<file path="config.mk">
export PLATFORM = sky130hd
export DESIGN_NAME = multicycle_ctrl_fsm
export DESIGN_NICKNAME = d
export VERILOG_FILES = /design/src/rtl/multicycle_ctrl_fsm.sv
export SDC_FILE = /design/constraint.sdc
export NUM_CORES = 1
export LEC_CHECK = 0
export ABC_AREA = 0
export BUFFER_PORTS_ARGS = -buffer_cell sky130_fd_sc_hd__buf_2
export CAP_MARGIN = 30
export CELL_PAD_IN_SITES_DETAIL_PLACEMENT = 0
export CELL_PAD_IN_SITES_GLOBAL_PLACEMENT = 1
export CORE_MARGIN = 3
export CORE_UTILIZATION = 31
export DETAILED_ROUTE_END_ITERATION = 10
export GPL_TIMING_DRIVEN = 0
export PLACE_DENSITY_LB_ADDON = 0.1
export REMOVE_ABC_BUFFERS = 1
export SLEW_MARGIN = 30
export SYNTH_ARGS = -nofsm -noshare
export SYNTH_HDL_FRONTEND = slang
export SYNTH_SLANG_ARGS = --single-unit
</file>
<file path="constraint.sdc">
create_clock -name clk -period 1.95 [get_ports clk]
set_clock_uncertainty 0.05 [all_clocks]
set_input_delay 0.39 -clock clk [delete_from_list [all_inputs] [get_ports clk]]
set_output_delay 0.39 -clock clk [all_outputs]
set_load 0.1 [all_outputs]
</file>
<file path="src/rtl/multicycle_ctrl_fsm.sv">
// Control FSM for a multicycle RV32I subset datapath (lw, sw, R-type, I-type ALU, beq/bne, jal).
// State-decoded controls are registered from the next state; PCWrite, ImmSrc, ALUControl are combinational.
module multicycle_ctrl_fsm (
  input  logic       clk,
  input  logic       reset,
  input  logic [6:0] op,
  input  logic [2:0] funct3,
  input  logic       funct7b5,
  input  logic       zero,
  output logic       PCWrite,
  output logic       AdrSrc,
  output logic       MemWrite,
  output logic       IRWrite,
  output logic [1:0] ResultSrc,
  output logic [1:0] ALUSrcA,
  output logic [1:0] ALUSrcB,
  output logic       RegWrite,
  output logic [1:0] ImmSrc,
  output logic [3:0] ALUControl,
  output logic       illegal_op,
  output logic [3:0] state_o
);

  localparam logic [6:0] OpLoad   = 7'b0000011;
  localparam logic [6:0] OpStore  = 7'b0100011;
  localparam logic [6:0] OpRType  = 7'b0110011;
  localparam logic [6:0] OpIType  = 7'b0010011;
  localparam logic [6:0] OpBranch = 7'b1100011;
  localparam logic [6:0] OpJal    = 7'b1101111;

  typedef enum logic [3:0] {
    StFetch    = 4'd0,
    StDecode   = 4'd1,
    StMemAdr   = 4'd2,
    StMemRead  = 4'd3,
    StMemWb    = 4'd4,
    StMemWrite = 4'd5,
    StExecR    = 4'd6,
    StExecI    = 4'd7,
    StAluWb    = 4'd8,
    StBranch   = 4'd9,
    StJal      = 4'd10
  } state_e;

  typedef struct packed {
    logic       adr_src;
    logic       mem_write;
    logic       ir_write;
    logic [1:0] result_src;
    logic [1:0] alu_src_a;
    logic [1:0] alu_src_b;
    logic       reg_write;
    logic       pc_update;
    logic       branch;
    logic [1:0] alu_op;
  } ctrl_t;

  function automatic ctrl_t decode(input state_e s);
    ctrl_t c;
    c = '0;
    case (s)
      StFetch: begin
        c.ir_write   = 1'b1;
        c.alu_src_b  = 2'b10;
        c.result_src = 2'b10;
        c.pc_update  = 1'b1;
      end
      StDecode: begin
        c.alu_src_a = 2'b01;
        c.alu_src_b = 2'b01;
      end
      StMemAdr: begin
        c.alu_src_a = 2'b10;
        c.alu_src_b = 2'b01;
      end
      StMemRead: c.adr_src = 1'b1;
      StMemWb: begin
        c.result_src = 2'b01;
        c.reg_write  = 1'b1;
      end
      StMemWrite: begin
        c.adr_src   = 1'b1;
        c.mem_write = 1'b1;
      end
      StExecR: begin
        c.alu_src_a = 2'b10;
        c.alu_op    = 2'b10;
      end
      StExecI: begin
        c.alu_src_a = 2'b10;
        c.alu_src_b = 2'b01;
        c.alu_op    = 2'b10;
      end
      StAluWb: c.reg_write = 1'b1;
      StBranch: begin
        c.alu_src_a = 2'b10;
        c.alu_op    = 2'b01;
        c.branch    = 1'b1;
      end
      StJal: begin
        c.alu_src_a = 2'b01;
        c.alu_src_b = 2'b10;
        c.pc_update = 1'b1;
      end
      default: c = '0;
    endcase
    return c;
  endfunction

  state_e state_q, state_d;
  ctrl_t  ctrl_q, ctrl;
  logic   op_legal;

  always_comb begin
    op_legal = 1'b0;
    case (op)
      OpLoad, OpStore, OpRType, OpIType, OpBranch, OpJal: op_legal = 1'b1;
      default: op_legal = 1'b0;
    endcase
  end

  always_comb begin
    state_d = StFetch;
    case (state_q)
      StFetch: state_d = StDecode;
      StDecode: begin
        case (op)
          OpLoad, OpStore: state_d = StMemAdr;
          OpRType:         state_d = StExecR;
          OpIType:         state_d = StExecI;
          OpBranch:        state_d = StBranch;
          OpJal:           state_d = StJal;
          default:         state_d = StFetch;
        endcase
      end
      StMemAdr:                 state_d = (op == OpLoad) ? StMemRead : StMemWrite;
      StMemRead:                state_d = StMemWb;
      StExecR, StExecI, StJal:  state_d = StAluWb;
      default:                  state_d = StFetch;
    endcase
  end

  // Controls are registered from the next state so they are valid in the cycle the state is.
  always_ff @(posedge clk) begin
    if (reset) begin
      state_q <= StFetch;
      ctrl_q  <= decode(StFetch);
    end else begin
      state_q <= state_d;
      ctrl_q  <= decode(state_d);
    end
  end

  always_comb begin
    ctrl = ctrl_q;
    if (reset) begin
      ctrl = decode(StFetch);
    end

    // beq takes on zero, bne on not-zero: funct3[0] inverts the sense.
    PCWrite   = ~reset & (ctrl.pc_update | (ctrl.branch & (zero ^ funct3[0])));
    AdrSrc    = ctrl.adr_src;
    MemWrite  = ctrl.mem_write & ~reset;
    IRWrite   = ctrl.ir_write & ~reset;
    RegWrite  = ctrl.reg_write & ~reset;
    ResultSrc = ctrl.result_src;
    ALUSrcA   = ctrl.alu_src_a;
    ALUSrcB   = ctrl.alu_src_b;

    case (op)
      OpStore:  ImmSrc = 2'b01;
      OpBranch: ImmSrc = 2'b10;
      OpJal:    ImmSrc = 2'b11;
      default:  ImmSrc = 2'b00;
    endcase

    case (ctrl.alu_op)
      2'b00: ALUControl = 4'b0000;
      2'b01: ALUControl = 4'b0001;
      default: begin
        case (funct3)
          3'b000:  ALUControl = (funct7b5 & op[5]) ? 4'b0001 : 4'b0000;
          3'b001:  ALUControl = 4'b0011;
          3'b010:  ALUControl = 4'b0100;
          3'b011:  ALUControl = 4'b0101;
          3'b100:  ALUControl = 4'b0110;
          3'b101:  ALUControl = funct7b5 ? 4'b0111 : 4'b1000;
          3'b110:  ALUControl = 4'b1001;
          default: ALUControl = 4'b1010;
        endcase
      end
    endcase

    illegal_op = ~reset & (state_q == StDecode) & ~op_legal;
  end

  assign state_o = state_q;

endmodule

</file>
==> reports/metrics.sh, run 1 <==
PLACEMENT_CELL_AREA_SQ_MM=0.00116
SLEW_VIOL_FINAL=0
FMAX_GHz=0.466
REQUIRED_NS=2.08
CTS.PATH.MAX_BUFFERS=2
DIE_HEIGHT_UM=61.7
OUTCOME='finished with violations'
FINALHOLDWORSTSLACK_NS=0.442
FINAL_MIN_PERIOD_OVER_CLOCK_PERIOD_PCT=110
ROUTE.VIAS.TOTAL=975
ASYNC_FLOP_SHARE_PCT=0
FINAL_CORE_UTIL_PCT=45.5
PERIOD_NEEDED_NS=2.15
SYNTHESIS.AREA_SQ_UM=963
SYNTH_EDF_COUNT=0
SYNTHESIS.AREA_PER_INSTANCE_SQ_UM=8.31
WORST_SETUP_HOLD_PATH_CLK_SLEW_NS=0.09
DIE-WIDTH_UM=61.7
FLOORPLAN.DIE_AREA_SQ_MM=0.00381
POWER-PER-CELL-AREA_mW_PER_MM2=573
TOTALNEGATIVESETUPSLACK_NS=-0.943
CTSROOTBUFFERMASTER='sky130_fd_sc_hd__clkbuf_4'
NUMBER_OF_NETS_IN_THE_FINISHED_DESIGN=170
WORST_SETUP_PATH_START_KIND='flip-flop'
DRIVE_ABOVE_1_SHARE_PCT=45.2
VIOLATIONS='negative setup slack'
ROUTEDWLPERCELL_UM=13.3
NUMCTSBUFFERS=3
ARRIVAL_TIME_OF_THE_WORST_SETUP_PATH_NS=2.28
SYNTHESIS.INSTANCES=116
SYNTH-COMPOUND-AREA-SHARE_PCT=19.0
POST_SYNTH_NUM_CELL_TYPES=45
WORST_R2R_PATH_DEPTH=5
P_INT_uW=488
NUMPORTBUFFERS=35
MUXSHAREOFSYNTHAREA_PCT=2.21
HOLD_VIOL=0
SYNTH_FA_HA_AREA_SHARE_PCT=0
SYNTHFLOPTYPE='sky130_fd_sc_hd__dfxtp_1'
REPORT.FINAL.SETUP_VIOL=8
PLACE.DETAILED.HPWL_UM=1770
CORE.ROWCOUNT=19
YOSYS_WARNINGS=0
GLOBAL_ROUTE_WIRE_LENGTH_BEFORE_REPAIR_UM=3820
N_ANTENNA_CELL=0
POWER_FRAC_CLOCK_PCT=24.3
COMB_POWER_SHARE_PCT=27.3
CRITICAL_PATH_CLASS='reg2reg'
LAYOUT_COMMONEST_CELL='sky130_fd_sc_hd__buf_2'
REG2REG_SLACK_NS=-0.20
FIN_AREA_SQ_MM=0.00130
POSTCTSHOLDBUFS=0
CLOCK_LATENCY_ON_THE_WORST_SKEW_PAIR_NS=0.28
INITIALDRTVIOLATIONCOUNT=33
SYN_TO_FINAL_GROWTH_PCT=34.7
FINAL.SETUP.WORST_SLACK_NS=-0.195
REGTOREGENDPOINT='ctrl_q[6]'
POWER.STATIC_LEAKAGE_nW=0.554
WORSTHOLDSTART='op[1]'
RELSLEWSLACK_PCT=60.3
MAX-CAP-VIOLATIONS=0
UNREPAIRED_SETUP_ENDPOINTS_AFTER_GLOBAL_ROUTING='yes'
SEQ_POWER_SHARE_PCT=48.4
SYNTH-SIMPLE-AREA-SHARE_PCT=39.0
GRT_START_MAX_NET_PINS=31
NUMBER_OF_SYNTHESIZED_REGISTER_BITS=17
NET_SW_SHARE_PCT=34.3
SWITCHINGPOWER_uW=255
OVERFLOW=0
GP_CONGESTION=0.759
LAYOUT.CELLS.MOST_COMMON_LIST='sky130_fd_sc_hd__buf_2, sky130_fd_sc_hd__nor2_1, sky130_fd_sc_hd__dfxtp_1'
HOLDPATHEND='ctrl_q[0]'
WORSTMARGINPINSLEW_NS=0.595
TIMING.HOLD.WORST_PATH_DEPTH=3
DRT_PASS1_ITERATIONS=4
CRITICAL_PATH_PEAK_FANOUT=4
DRC_ERRORS=0
TRITONCTS='done'
POSTROUTEANTENNANETS=0
DRT-TOTAL-WL_UM=2470
INITIAL_ANTENNA_VIOLATION_COUNT=0
SYNTH_SEQUENTIAL_AREA_RATIO_PCT=35.3
GRT_USE_TOTAL_PCT=13.5
CORE_REGION_AREA_SQ_MM=0.00285
CTS_NUM_SINKS=17
INITIAL_CORE_UTIL_PCT=33.8
GRT_PASS1_VIAS=842
POST_DRT_VIA_CELL_RATIO=5.24
SYNTH_XOR_AREA_SHARE_PCT=1.82
WORST_R2R_STARTPOINT='state_o[2]'
COMBINATIONAL_FAMILY_WITH_THE_MOST_AREA_AFTER_SYNTHESIS='simple AND/OR/NAND/NOR gates'
CLOCK_TREE.HTREE_LEVEL_COUNT=1
TYPE_OF_THE_MOST_CRITICAL_HOLD_PATH='in2reg'
NUMBER_OF_PRIMARY_I_O_PINS=36
TIMING.CRITICAL_PATH.TO_TYPE='flip-flop'
VDD.IR_DROP.WORST_uV=439
[power groups by stage]
stage,combinational (mW),clock [mW],sequential (mW)
CTS,0.200,0.185,0.360
floorplan,0.129,0,0.382
global route,0.218,0.207,0.361
detailed placement,0.192,0,0.371
finish,0.203,0.180,0.360
global placement,0.191,0,0.370
[through the flow]
| step | cells | setup WS, ns | power [mW] |
|---|---|---|---|
| finish | 186 | -0.195 | 0.743 |
| global route | 186 | -0.276 | 0.786 |
| CTS | 186 | -0.195 | 0.744 |
| detailed placement | 178 | -0.355 | 0.563 |
| global placement | 178 | -0.352 | 0.561 |
| floorplan | 112 | -2.34 | 0.511 |
[worst max-delay path: stages (launching register included)]
cell	delay [ns]
sky130_fd_sc_hd__dfxtp_4	0.35
sky130_fd_sc_hd__or4b_4	0.57
sky130_fd_sc_hd__or4_4	0.44
sky130_fd_sc_hd__a21o_1	0.20
sky130_fd_sc_hd__and2_4	0.17
sky130_fd_sc_hd__a211o_1	0.28
[kinds of logic after synthesis]
| logic type | Yosys count |
|---|---|
| xor gates and xnor gates | 2 |
| AOI/OAI and AO/OA | 25 |
| DFF | 17 |
| muxes | 2 |
| and+or+nand+nor | 63 |
| buffers and inverters | 7 |
[Yosys cell counts, types with 2 or more instances]
cell type | instances | share of area [%]
sky130_fd_sc_hd__dfxtp_1 | 17 | 35
sky130_fd_sc_hd__and2_1 | 3 | 1.9
sky130_fd_sc_hd__xor2_1 | 2 | 1.8
sky130_fd_sc_hd__nor2b_1 | 9 | 5.8
sky130_fd_sc_hd__inv_1 | 3 | 1.2
sky130_fd_sc_hd__a21oi_1 | 5 | 2.6
sky130_fd_sc_hd__a22oi_1 | 2 | 1.6
sky130_fd_sc_hd__nand3_1 | 2 | 1.0
sky130_fd_sc_hd__nor3b_1 | 2 | 1.6
sky130_fd_sc_hd__o21ai_0 | 3 | 1.6
sky130_fd_sc_hd__nor4b_1 | 2 | 1.8
sky130_fd_sc_hd__clkbuf_1 | 3 | 1.2
sky130_fd_sc_hd__nor2_1 | 16 | 6.2
sky130_fd_sc_hd__nand2_1 | 5 | 1.9
sky130_fd_sc_hd__or2_2 | 5 | 3.2
sky130_fd_sc_hd__nor3_1 | 5 | 2.6
sky130_fd_sc_hd__a211o_1 | 2 | 1.8
sky130_fd_sc_hd__nor4_1 | 2 | 1.3
sky130_fd_sc_hd__o31ai_1 | 2 | 1.6
[area by class of cell]
class	instances	area, sq um
Fill cell	315	1560
Multi-Input combinational cell	92	633
Sequential cell	17	353
Timing Repair Buffer	39	234
Tap cell	31	38.8
Clock buffer	3	22.5
Inverter	3	11.3
Clock inverter	1	5.00
[sequential cells by signal (all words and copies together) (netlist names)]
name     cells
ctrl_q      13
state_o      4
[timing repair]
action                                  4_1_cts  5_1_grt
buffers inserted                              4        0
resized for setup                            17        9
pin swaps                                     2        0
cloned                                        0        0
endpoints found under the setup margin       12       17
[worst max path at each step]
stage,from,to,slack (ns),depth (start not counted)
6_report,state_o[2],ctrl_q[6],-0.20,5
2_1_floorplan,state_o[0],illegal_op,-2.34,2
3_3_place_gp,state_o[1],ctrl_q[3],-0.35,5
3_5_place_dp,state_o[0],ctrl_q[6],-0.36,5
4_1_cts,state_o[2],ctrl_q[6],-0.19,5
5_1_grt,state_o[2],ctrl_q[3],-0.28,5
[metal layers]
metal / track usage (%) / vias to the layer above / part of all wire, %
met2: 22.3 / 23 / 48
met5: 0 / - / 0
met3: 4.96 / 0 / 5.8
met4: 1.82 / 0 / 0
met1: 17.2 / 454 / 46
li1: - / 498 / -
No activity file was read; power rests on OpenSTA's default activity.
==> run 2: changes to the inputs <==
- BUFFER_PORTS_ARGS: -buffer_cell sky130_fd_sc_hd__buf_2 -> -buffer_cell sky130_fd_sc_hd__clkbuf_2
==> run 2 against run 1 <==
Effect of this change: the flow still finishes with violations (negative setup slack); sequential power is essentially flat; non-clock buffer count grew 1; die area is the same; core utilization grew 1.8 points; largest power group unchanged.
==> reports/metrics.sh, run 2 (synthesized netlist as in run 1, its figures left out) <==
OUTCOME='finished with violations'  # unchanged
VIOLATIONS='negative setup slack'  # unchanged
DIE_HEIGHT_UM=61.7  # unchanged
REPORT.FINAL.SETUP_VIOL=8  # unchanged
ROUTE.VIAS.TOTAL=948  # was 975
REQUIRED_NS=2.07  # was 2.08 ns
FINAL.SETUP.WORST_SLACK_NS=-0.215  # was -0.195 ns
SLEW_VIOL_FINAL=0  # unchanged
TIMING.CRITICAL_PATH.CELLS='or4b_4 -> or4_4 -> a21o_1 -> and2_4 -> a211o_1'  # unchanged
POSTROUTEANTENNANETS=0  # unchanged
NUMPORTBUFFERS=35  # unchanged
FLOORPLAN.DIE_AREA_SQ_MM=0.00381  # unchanged
ROUTEDWLPERCELL_UM=12.8  # was 13.3 um
TRITONCTS='done'  # unchanged
POST_DRT_VIA_CELL_RATIO=5.07  # was 5.24
CTS.PATH.MAX_BUFFERS=2  # unchanged
CLOCK_LATENCY_ON_THE_WORST_SKEW_PAIR_NS=0.27  # was 0.28 ns
TIMING.CRITICAL_PATH.TO_TYPE='flip-flop'  # unchanged
DETAILEDPLACE.WORSTSLACK_NS=-0.385  # was -0.355 ns
CORE.ROWCOUNT=19  # unchanged
CTS_NUM_SINKS=17  # unchanged
CTSROOTBUFFERMASTER='sky130_fd_sc_hd__clkbuf_4'  # unchanged
WORSTMARGINPINSLEW_NS=0.542  # was 0.595 ns
GRT_USE_TOTAL_PCT=13.2  # was 13.5%
LARGEST_REG_FLOPS=13  # unchanged
N_ANTENNA_CELL=0  # unchanged
FINAL_MIN_PERIOD_OVER_CLOCK_PERIOD_PCT=111  # was 110%
SEQUENTIAL_CELL_AREA_SQ_UM=353  # unchanged
WORST_SETUP_PATH_START_KIND='flip-flop'  # unchanged
CP_SLOWEST_STAGE_DELAY_NS=0.57  # about the same
LARGEST-REGISTER='ctrl_q'  # unchanged
POWER-PER-CELL-AREA_mW_PER_MM2=547  # was 573 mW/mm^2
GP_CONGESTION=0.758  # was 0.759
INITIAL_ANTENNA_VIOLATION_COUNT=0  # unchanged
INITIAL_CORE_UTIL_PCT=33.8  # unchanged
CRIT_FAMILY='simple AND/OR/NAND/NOR gates'  # unchanged
GRT_START_MAX_NET_PINS=31  # unchanged
PERIOD_NEEDED_NS=2.16  # was 2.15 ns
DIE-WIDTH_UM=61.7  # unchanged
HOLD_VIOL=0  # unchanged
DRT_PASS1_ITERATIONS=4  # unchanged
GLOBAL_ROUTE_WIRE_LENGTH_BEFORE_REPAIR_UM=3780  # was 3820 um
DPL.CELL_COUNT=178  # unchanged
CRITICAL_PATH_PEAK_FANOUT=4  # unchanged
NUMBER_OF_PRIMARY_I_O_PINS=36  # unchanged
REG2REG_SLACK_NS=-0.21  # was -0.20 ns
WORST_SETUP_HOLD_PATH_CLK_SLEW_NS=0.09  # about the same
RELSLEWSLACK_PCT=64.0  # was 60.3%
NUMBER_OF_NETS_IN_THE_FINISHED_DESIGN=171  # was 170
DRT-TOTAL-WL_UM=2390  # was 2470 um
VDD.IR_DROP.WORST_uV=321  # was 439 uV
LAYOUT_COMMONEST_CELL='sky130_fd_sc_hd__clkbuf_2'  # was sky130_fd_sc_hd__buf_2
POWER.STATIC_LEAKAGE_nW=0.559  # was 0.554 nW
MULTIINPUTGATEAREA_SQ_UM=649  # was 633 sq um
CRITICAL-PATH-SLOWEST-CELL='sky130_fd_sc_hd__or4b_4'  # unchanged
DRIVE_ABOVE_1_SHARE_PCT=46.8  # was 45.2%
INITIALDRTVIOLATIONCOUNT=39  # was 33
GRT_PASS1_VIAS=868  # was 842
FINAL_CORE_UTIL_PCT=47.3  # was 45.5%
DRC_ERRORS=0  # unchanged
POST_LAYOUT_NONFILLER_INSTANCES=187  # was 186
UNREPAIRED_SETUP_ENDPOINTS_AFTER_GLOBAL_ROUTING='yes'  # unchanged
PLACE.DETAILED.HPWL_UM=1720  # was 1770 um
OVERFLOW=0  # unchanged
NUMCTSBUFFERS=3  # unchanged
CRITICAL_PATH_CLASS='reg2reg'  # unchanged
ARRIVAL_TIME_OF_THE_WORST_SETUP_PATH_NS=2.29  # was 2.28 ns
LAYOUT.FILLER_CELLS=287  # was 315
LAYOUT.CELLS.MOST_COMMON_LIST='sky130_fd_sc_hd__clkbuf_2, sky130_fd_sc_hd__nor2_1, sky130_fd_sc_hd__dfxtp_1'  # was sky130_fd_sc_hd__buf_2, sky130_fd_sc_hd__nor2_1, sky130_fd_sc_hd__dfxtp_1
MAX-CAP-VIOLATIONS=0  # unchanged
SYN_TO_FINAL_GROWTH_PCT=40.1  # was 34.7%
FMAX_GHz=0.462  # was 0.466 GHz
CLOCK_TREE.HTREE_LEVEL_COUNT=1  # unchanged
POSTCTSHOLDBUFS=0  # unchanged
CORE_REGION_AREA_SQ_MM=0.00285  # unchanged
TYPE_OF_THE_MOST_CRITICAL_HOLD_PATH='in2reg'  # unchanged
CRITPATHBUFINV=0  # unchanged
## run 2: changes by cell type in the layout (fill, tap and decap cells not counted), sizes merged
cell,previous run,this run
clkbuf,5,39
buf,37,5
clkinv,1,0
## run 2: where the power goes
part | internal, mW | switching [mW] | total (mW)
clock | 0.0793 | 0.0943 | 0.174
combinational | 0.0582 | 0.148 | 0.206
sequential | 0.354 | 0.00554 | 0.360
## run 2: worst reg2reg max path, cell delays in order (launching register included)
cell and delay [ns]:
sky130_fd_sc_hd__dfxtp_4 0.35, sky130_fd_sc_hd__or4b_4 0.57, sky130_fd_sc_hd__or4_4 0.44, sky130_fd_sc_hd__a21o_1 0.20
sky130_fd_sc_hd__and2_4 0.17, sky130_fd_sc_hd__a211o_1 0.28
## run 2: final timing paths
path / cells past startpoint / endpoint / start
hold reg to reg: 2 / ctrl_q[7] / state_o[1]
setup reg to reg: 5 / ctrl_q[3] / state_o[2]
setup / recovery: 5 / ctrl_q[3] / state_o[2]
hold / removal: 3 / ctrl_q[0] / op[1]
## run 2: layer usage
metal	up-vias	wire, um	global-route usage (%)
met3	2	98	3.72
met5	-	0	0
met2	23	1120	22.7
met4	0	9	3.03
met1	424	1160	16.2
li1	499	-	-
## run 2: timing repair
item | in CTS | in global routing
buffers inserted | 5 | 1
setup endpoints to repair | 18 | 19
pin swaps | 4 | 2
gates cloned | 0 | 0
hold endpoints to repair | 0 | 0
resized for setup | 24 | 14
## run 2: stage by stage
stage          hold slack [ns]  TNS [ns]  area [sq um]  total power, mW
2_1_floorplan            0.409    -34.27           948            0.511
3_3_place_gp             0.631     -3.77          1160            0.561
3_5_place_dp             0.643     -3.58          1160            0.562
4_1_cts                  0.532     -1.27          1300            0.745
5_1_grt                  0.455     -1.44          1350            0.780
6_report                 0.437    -0.917          1350            0.739
## run 2: area by class of cell
type	count	area share [%]
multi-input combinational	92	48.1
sequential	17	26.1
timing repair buffer	40	20.1
tap	31	2.87
clock buffer	4	1.95
inverter	3	0.834
